`src/rtl/counter_sched.sv`:
```
// counter_sched: two-client round-robin scheduler for a shared 8-bit
// loadable counter. Each job loads a start value, counts for len cycles,
// then drives the counter onto its tristate bus for one cycle.
// Optional readback checker: define COUNTER_SCHED_CHECK_EN to build the
// DRIVE-cycle comparator behind the sticky err flag.
module counter_sched (
  input  logic       clk,
  input  logic       rst_n,
  input  logic [1:0] req,
  input  logic [7:0] start_val0,
  input  logic [7:0] len0,
  input  logic [7:0] start_val1,
  input  logic [7:0] len1,
  output logic [1:0] gnt,
  output logic [1:0] done,
  output logic [7:0] result,
  output logic       ctr_load_select,
  output logic [7:0] ctr_load_in,
  output logic       ctr_oe,
  input  logic [7:0] ctr_bus,
  output logic       err
);

  typedef enum logic [1:0] {IDLE, LOAD, COUNT, DRIVE} state_t;

  state_t     state_reg, state_next;
  logic       owner_reg, owner_next;
  logic       last_reg, last_next;
  logic [7:0] start_reg, start_next;
  logic [7:0] len_reg, len_next;
  logic [7:0] shadow_reg, shadow_next;
  logic [7:0] remaining_reg, remaining_next;
  logic [7:0] result_reg, result_next;
  logic       winner;

  // State and job registers; everything returns to idle on rst_n.
  always_ff @(posedge clk or negedge rst_n) begin
    if (!rst_n) begin
      state_reg     <= IDLE;
      owner_reg     <= 1'b0;
      last_reg      <= 1'b1;
      start_reg     <= 8'd0;
      len_reg       <= 8'd0;
      shadow_reg    <= 8'd0;
      remaining_reg <= 8'd0;
      result_reg    <= 8'd0;
    end else begin
      state_reg     <= state_next;
      owner_reg     <= owner_next;
      last_reg      <= last_next;
      start_reg     <= start_next;
      len_reg       <= len_next;
      shadow_reg    <= shadow_next;
      remaining_reg <= remaining_next;
      result_reg    <= result_next;
    end
  end

  // Tie goes to the client not served last; otherwise the lone requester.
  assign winner = (req == 2'b11) ? ~last_reg : req[1];

  // Next-state logic: arbitration, job sequencing and shadow tracking.
  always_comb begin
    state_next     = state_reg;
    owner_next     = owner_reg;
    last_next      = last_reg;
    start_next     = start_reg;
    len_next       = len_reg;
    shadow_next    = shadow_reg;
    remaining_next = remaining_reg;
    result_next    = result_reg;
    case (state_reg)
      IDLE: begin
        if (|req) begin
          owner_next = winner;
          start_next = winner ? start_val1 : start_val0;
          len_next   = winner ? len1 : len0;
          state_next = LOAD;
        end
      end
      LOAD: begin
        shadow_next    = start_reg;
        remaining_next = len_reg;
        state_next     = (len_reg != 8'd0) ? COUNT : DRIVE;
      end
      COUNT: begin
        shadow_next    = shadow_reg + 8'd1;
        remaining_next = remaining_reg - 8'd1;
        if (remaining_reg == 8'd1) state_next = DRIVE;
      end
      DRIVE: begin
        result_next = shadow_reg;
        last_next   = owner_reg;
        state_next  = IDLE;
      end
      default: state_next = IDLE;
    endcase
  end

  // Outputs decoded purely from state and registers; idle reloads the
  // shadow so the counter stays frozen between jobs.
  always_comb begin
    gnt             = 2'b00;
    done            = 2'b00;
    result          = result_reg;
    ctr_load_select = 1'b1;
    ctr_load_in     = shadow_reg;
    ctr_oe          = 1'b0;
    case (state_reg)
      LOAD: begin
        gnt         = owner_reg ? 2'b10 : 2'b01;
        ctr_load_in = start_reg;
      end
      COUNT: begin
        gnt             = owner_reg ? 2'b10 : 2'b01;
        ctr_load_select = 1'b0;
      end
      DRIVE: begin
        gnt    = owner_reg ? 2'b10 : 2'b01;
        done   = owner_reg ? 2'b10 : 2'b01;
        result = shadow_reg;
        ctr_oe = 1'b1;
      end
      default: ;
    endcase
  end

`ifdef COUNTER_SCHED_CHECK_EN
  logic err_reg;

  // Sticky flag: the bus readback disagreed with the shadow during DRIVE.
  always_ff @(posedge clk or negedge rst_n) begin
    if (!rst_n) err_reg <= 1'b0;
    else if (state_reg == DRIVE && ctr_bus != shadow_reg) err_reg <= 1'b1;
  end

  assign err = err_reg;
`else
  logic unused_ctr_bus;
  assign unused_ctr_bus = ^ctr_bus;
  assign err = 1'b0;
`endif

endmodule

```
`config.mk`:
```
export PLATFORM = sky130hd
export DESIGN_NAME = counter_sched
export DESIGN_NICKNAME = d
export VERILOG_FILES = /design/src/rtl/counter_sched.sv
export SDC_FILE = /design/constraint.sdc
export NUM_CORES = 1
export LEC_CHECK = 0
export BUFFER_PORTS_ARGS = -buffer_cell sky130_fd_sc_hd__buf_4
export CELL_PAD_IN_SITES_DETAIL_PLACEMENT = 1
export CELL_PAD_IN_SITES_GLOBAL_PLACEMENT = 1
export CORE_ASPECT_RATIO = 1.2
export CORE_UTILIZATION = 30
export CTS_CLUSTER_DIAMETER = 120
export DETAILED_ROUTE_END_ITERATION = 10
export GPL_ROUTABILITY_DRIVEN = 0
export GPL_TIMING_DRIVEN = 0
export MAX_ROUTING_LAYER = met4
export PLACE_DENSITY = 0.69
export SLEW_MARGIN = 30
export SYNTH_ARGS = -nofsm -noshare
export SYNTH_HDL_FRONTEND = slang
export SYNTH_SLANG_ARGS = --single-unit
```
`constraint.sdc`:
```
create_clock -name clk -period 2.2 [get_ports clk]
set_input_delay 0.11 -clock clk [delete_from_list [all_inputs] [get_ports clk]]
set_output_delay 0.11 -clock clk [all_outputs]
set_load 0.02 [all_outputs]
```
==> summary.md, run 1 <==
| Metric | Value |
|---|---|
| Reg-to-reg critical path startpoint | `state_reg[0]` |
| Crit end category | `register` |
| Leakage power | `0.00140 uW` |
| First drt pass iteration count | `4` |
| CTS tree | `yes` |
| Routed wire length | `6030 um` |
| Leading register cell type out of synthesis | `dfrtp_1` |
| Detail Placement HPWL | `4600 um` |
| CTS clk-pin slew, worst paths | `0.09 ns` |
| Number of enable flip-flop cells after synthesis | `0` |
| CP required | `2.36 ns` |
| Die ar. | `8200 um2` |
| Relative slew margins | `61.9%` |
| Syn nets | `285` |
| Post-place setup slack | `0.212 ns` |
| Reg2reg path depth | `7` |
| Clock Latency Late Sink | `0.30 ns` |
| Asr flop ratio synth | `100%` |
| IO Count | `67` |
| Largest net degree at the start of global routing | `45` |
| GR Util All Layers | `15.8%` |
| Initial antenna violation count | `0` |
| WP data arrival | `2.18 ns` |
| Fin area | `2980 um2` |
| Power density cells | `1720 nW/um2` |
| Post-route ant nets | `0` |
| GR Util met1 | `19.9%` |
| Total grt overflow | `0` |
| Flop2flop setup slack | `0.18 ns` |
| RSZ-0062 raised after global routing | `false` |
| Total CTS buffers | `5` |
| Setup TNS | `0 ns` |
| Final-report hold violation count | `0` |
| Max-slew violations | `0` |
| Tmin final | `2.02 ns` |
| Status | `finished clean` |
| Period utilization | `91.8%` |
| Post-CTS setup buffers | `0` |
| Starting DRT DRC Count | `73` |
| Vias | `1,937` |
| Hold EP | `start_reg[1]` |
| CP cell instances | `inv_1 > ha_1 > clkbuf_1 > clkbuf_1 > nand2_1 > mux2i_1 > a21oi_1` |
| Max_cap viols | `0` |
| Vias in the first global route | `2,002` |
| Drt via density | `4.98` |
| Area Growth Syn to Fin | `26.9%` |
| Initial Util | `30.9%` |
| Final routed DRC violation total | `0` |
| Final setup vio count | `0` |
| CP dominant cell by count | `clkbuf_1` |
| Register area share after synthesis | `46.9%` |
| Hold depth | `3` |
| Setup ws final | `0.180 ns` |
| Reg-to-Reg End | `shadow_reg[6]` |
| Count of cell types in the netlist | `32` |
| Hold Path Class | `in -> reg` |
| Met3 usage | `2.35%` |
| Final clock skew | `0.00758 ns` |
| Peak supply drop | `0.524 mV` |
| CP max FO | `10` |
| Core Region | `7620 um2` |
| Most Crowded Layer GR | `met2` |
| Worst-margin pin slew | `0.571 ns` |
| Worst Hold Launch | `start_val0[1]` |
| Root Driver | `clkbuf_8` |
| Setup Crit Path Kind | `reg -> reg` |
| Site Rows | `35` |
| Post-DR wirelength/cell | `15.5 um` |
| FILL cells | `927` |
| Area after DPL | `2890 um2` |
| Syn avg cell area | `10.1 um2` |
| Post-layout util | `39.1%` |
| Worst stage delay on the critical path | `0.43 ns` |
| ANT cells | `0` |
| YS warnings | `0` |
| Die H | `99.0 um` |
| Clock sink total | `44` |
| Post-Syn Area | `2350 um2` |
| Slowest CP cell | `clkbuf_1` |
| Port buffer count | `57` |
| Proportion of layout cells with a drive suffix above 1 | `30.0%` |
| H-tree Lvls | `2` |
| Die W | `82.8 um` |
| Syn Inst Count | `233` |
| First-pass GRT wire length | `10,100 um` |
| Met2 GRT Util | `26.3%` |
| Nets@finish | `349` |
| CP Launch Type | `register` |
| Yosys reg bits | `44` |
| Fmax | `495 MHz` |
| Clock Path Buffers | `2` |
==> cells in the final DEF (no fill, tap or decap), drive strengths merged, types with 3 or more instances in the layout <==
cell,count
nand2,26
nand3,9
nor2,12
mux2i,26
clkbuf,14
and3,3
a21oi,19
dfrtp,43
inv,4
o22ai,12
o21ai,21
ha,8
buf,62
mux2,19
==> Yosys cell counts, drive strengths merged, types with 3 or more instances <==
library cell | n | area (um2)
dfrtp | 43 | 1080
mux2i | 26 | 260
nand2 | 26 | 97.6
o21ai | 21 | 105
a21oi | 19 | 95.1
mux2 | 19 | 214
nor2 | 12 | 45.0
o22ai | 12 | 75.1
clkbuf | 10 | 37.5
nand3 | 9 | 45.0
ha | 8 | 100
buf | 5 | 36.3
inv | 4 | 15.0
and3 | 3 | 18.8
==> cell families (layout without fill, tap and decap cells) <==
group	after synthesis	in the layout	share of synthesized area, %
muxes	45	45	20.2
adders and majority gates	8	8	4.26
DFF	44	44	46.9
and+or+nand+nor	59	59	11.4
other	1	1	0.160
buffers and inverters	20	84	3.94
AOI/OAI and AO/OA	56	56	13.1
==> how the worst max path moves through the flow <==
stage,from,endpoint,slack (ns)
after floorplan,state_reg[0],remaining_reg[6],0.51
after global placement,state_reg[0],shadow_reg[6],0.20
after detailed placement,state_reg[0],shadow_reg[6],0.21
after CTS,state_reg[1],ctr_load_in[2],0.07
after global routing,state_reg[0],shadow_reg[6],0.05
final,state_reg[0],shadow_reg[6],0.18
==> power breakdown <==
| group | total (uW) | switching [uW] | leakage [uW] | internal [uW] |
|---|---|---|---|---|
| Combinational | 2950 | 1670 | 0.000834 | 1280 |
| Sequential | 1680 | 427 | 0.000524 | 1250 |
| Clock | 498 | 283 | 0.0000400 | 216 |
| Total | 5120 | 2380 | 0.00140 | 2750 |
==> per-stage QoR <==
step,instances,power (uW),hold slack (ns)
after floorplan,233,3590,-0.186
final,389,5120,0.0973
after CTS,390,5180,0.0938
after global routing,389,5550,0.108
after global placement,382,4550,0.148
after detailed placement,382,4660,0.148
==> final cells by class <==
class                      count  area, um2  area share, %
tap                           92        115           3.86
sequential                    44       1100           37.0
clock inverter                 2       12.5          0.419
multi-input combinational    169       1160           38.8
buffer                        14       71.3           2.39
clock buffer                   5       68.8           2.31
inverter                       5       18.8          0.629
timing repair buffer          58        438           14.7
==> worst max-delay path: cells and delay by family, from the launching register on <==
family                     cells  cell delay (ns)
and+or+nand+nor                1             0.11
muxes                          1             0.15
DFF                            1             0.42
AOI/OAI and AO/OA              1             0.09
buffers and inverters          3             0.82
adders and majority gates      1             0.29
==> timing repair <==
item,4_1_cts,5_1_grt
endpoints found under the setup margin,8,1
hold buffers,1,0
resized for setup,1,0
endpoints found under the hold margin,43,0
==> per-layer routing <==
layer / wire [um] / share of wire [%] / vias to the layer above
met3: 130 / 2.2 / 7
li1: - / - / 955
met2: 3000 / 50 / 36
met1: 2780 / 46 / 939
met5: 0 / 0 / -
met4: 116 / 1.9 / 0
Power figures use the tool's default switching activity.
==> run 2: changes to the inputs <==
--- a/config.mk
+++ b/config.mk
@@ -14,6 +14,7 @@
 export DETAILED_ROUTE_END_ITERATION = 10
 export GPL_ROUTABILITY_DRIVEN = 0
 export GPL_TIMING_DRIVEN = 0
+export HOLD_SLACK_MARGIN = 0.1
 export MAX_ROUTING_LAYER = met4
 export PLACE_DENSITY = 0.69
 export SLEW_MARGIN = 30
==> summary.md, run 2 (same netlist as run 1, synthesis figures left out) <==
| Metric | Value |
|---|---|
| Port buffer count | `57` |
| Initial Util | `30.9%` |
| CP cell instances | `inv_1 > ha_1 > clkbuf_1 > clkbuf_1 > nand2_1 > mux2i_1 > a21oi_1` |
| Clock sink total | `44` |
| CP dominant cell by count | `clkbuf_1` |
| Root Driver | `clkbuf_8` |
| Hold Path Class | `in -> reg` |
| Die ar. | `8200 um2` |
| Hold EP | `start_reg[5]` |
| Final-report hold violation count | `0` |
| Post-DR wirelength/cell | `15.4 um` |
| Proportion of layout cells with a drive suffix above 1 | `29.2%` |
| Core Region | `7620 um2` |
| Reg-to-Reg End | `shadow_reg[6]` |
| Vias | `1,977` |
| Max-slew violations | `0` |
| FILL cells | `922` |
| # placed instances | `382` |
| Most common cell after layout, fill and taps aside | `buf_4` |
| Post-layout util | `40.2%` |
| Worst-margin pin slew | `0.571 ns` |
| Setup TNS | `0 ns` |
| Clock Latency Late Sink | `0.30 ns` |
| Status | `finished clean` |
| Flop2flop setup slack | `0.18 ns` |
| Setup Crit Path Kind | `reg -> reg` |
| Total CTS buffers | `5` |
| CTS clk-pin slew, worst paths | `0.09 ns` |
| Die W | `82.8 um` |
| Vias in the first global route | `2,035` |
| CTS tree | `yes` |
| Fmax | `495 MHz` |
| RSZ-0062 raised after global routing | `false` |
| Hold_ws | `0.104 ns` |
| Worst stage delay on the critical path | `0.43 ns` |
| IO Count | `67` |
| Clock Path Buffers | `2` |
| H-tree Lvls | `2` |
| Power density cells | `1680 nW/um2` |
| CP required | `2.36 ns` |
| Final routed DRC violation total | `0` |
| Detail Placement HPWL | `4600 um` |
| ANT cells | `0` |
| Reg2reg path depth | `7` |
| Crit end category | `register` |
| Reg-to-reg critical path startpoint | `state_reg[0]` |
| Tmin final | `2.02 ns` |
| First-pass GRT wire length | `10,200 um` |
| Slowest CP cell | `clkbuf_1` |
| CP Launch Type | `register` |
| Worst Hold Launch | `start_val0[5]` |
| Max_cap viols | `0` |
| Total grt overflow | `0` |
| Drt via density | `4.98` |
| Initial antenna violation count | `0` |
| Period utilization | `91.8%` |
| Largest net degree at the start of global routing | `45` |
| Peak supply drop | `0.524 mV` |
| GR Util All Layers | `16.0%` |
| Most frequent cells in the layout | `59 x buf_4, 43 x dfrtp_1, 26 x mux2i_1, 26 x nand2_1, 20 x o21ai_0` |
| Starting DRT DRC Count | `79` |
| First drt pass iteration count | `4` |
| Routed wire length | `6100 um` |
| Area Growth Syn to Fin | `30.3%` |
| Hold depth | `3` |
| Non-filler instance count after layout | `397` |
| Final clock skew | `0.00758 ns` |
| Leakage power | `0.00143 uW` |
| CP max FO | `10` |
| Nets@finish | `357` |
| Area after DPL | `2890 um2` |
| Fin area | `3060 um2` |
| WP data arrival | `2.18 ns` |
| Final setup vio count | `0` |
| Site Rows | `35` |
| Post-route ant nets | `0` |
| Relative slew margins | `62.0%` |
| Die H | `99.0 um` |
[run 2: changes by cell type in the layout (fill, tap and decap cells not counted), sizes merged]
cell         before  now
dlygate4sd3       1    9
[run 2: metal layers]
metal / up-vias / wire, um / global-route usage, % / share of wire [%]
met2: 36 / 3080 / 26.8 / 50
met4: 0 / 116 / 5.17 / 1.9
met5: - / 0 / - / 0
met3: 7 / 122 / 2.35 / 2.0
li1: 971 / - / - / -
met1: 963 / 2780 / 19.9 / 46
[run 2: worst max-delay path, delay by kind of cell (launching register included)]
family	cells	cell delay, ns
buffers and inverters	3	0.82
DFF	1	0.42
adders and majority gates	1	0.29
muxes	1	0.15
and+or+nand+nor	1	0.11
AOI/OAI and AO/OA	1	0.09
[run 2: worst max-delay path by stage]
stage                       startpoint          endpoint  slack, ns
after detailed placement  state_reg[0]     shadow_reg[6]       0.21
after global placement    state_reg[0]     shadow_reg[6]       0.20
final                     state_reg[0]     shadow_reg[6]       0.18
after CTS                 state_reg[1]    ctr_load_in[2]       0.07
after global routing      state_reg[0]     shadow_reg[6]       0.05
after floorplan           state_reg[0]  remaining_reg[6]       0.51
[run 2: what timing repair did]
action / in CTS / in global routing
endpoints found under the hold margin: 48 / 0
gates resized for setup: 1 / 0
endpoints found under the setup margin: 8 / 1
hold buffers: 9 / 0
buffers inserted: 0 / 0
[run 2: layout make-up]
type                       instances  area [um2]  share of cell area [%]
buffer                            14        71.3                    2.33
clock buffer                       5        68.8                    2.25
clock inverter                     2        12.5                   0.408
inverter                           5        18.8                   0.613
multi-input combinational        169        1160                    37.7
sequential                        44        1100                    36.0
tap                               92         115                    3.76
timing repair buffer              66         518                    16.9
[run 2: metrics by stage]
stage          total power [uW]  setup slack, ns
6_report                   5140            0.180
5_1_grt                    5570           0.0517
4_1_cts                    5200           0.0716
3_5_place_dp               4660            0.212
3_3_place_gp               4550            0.200
2_1_floorplan              3590            0.515
[run 2: report_power, final]
group	total [uW]	internal, uW	switching [uW]
Clock	498	216	282
Sequential	1680	1250	427
Combinational	2960	1290	1670
Total	5140	2760	2380
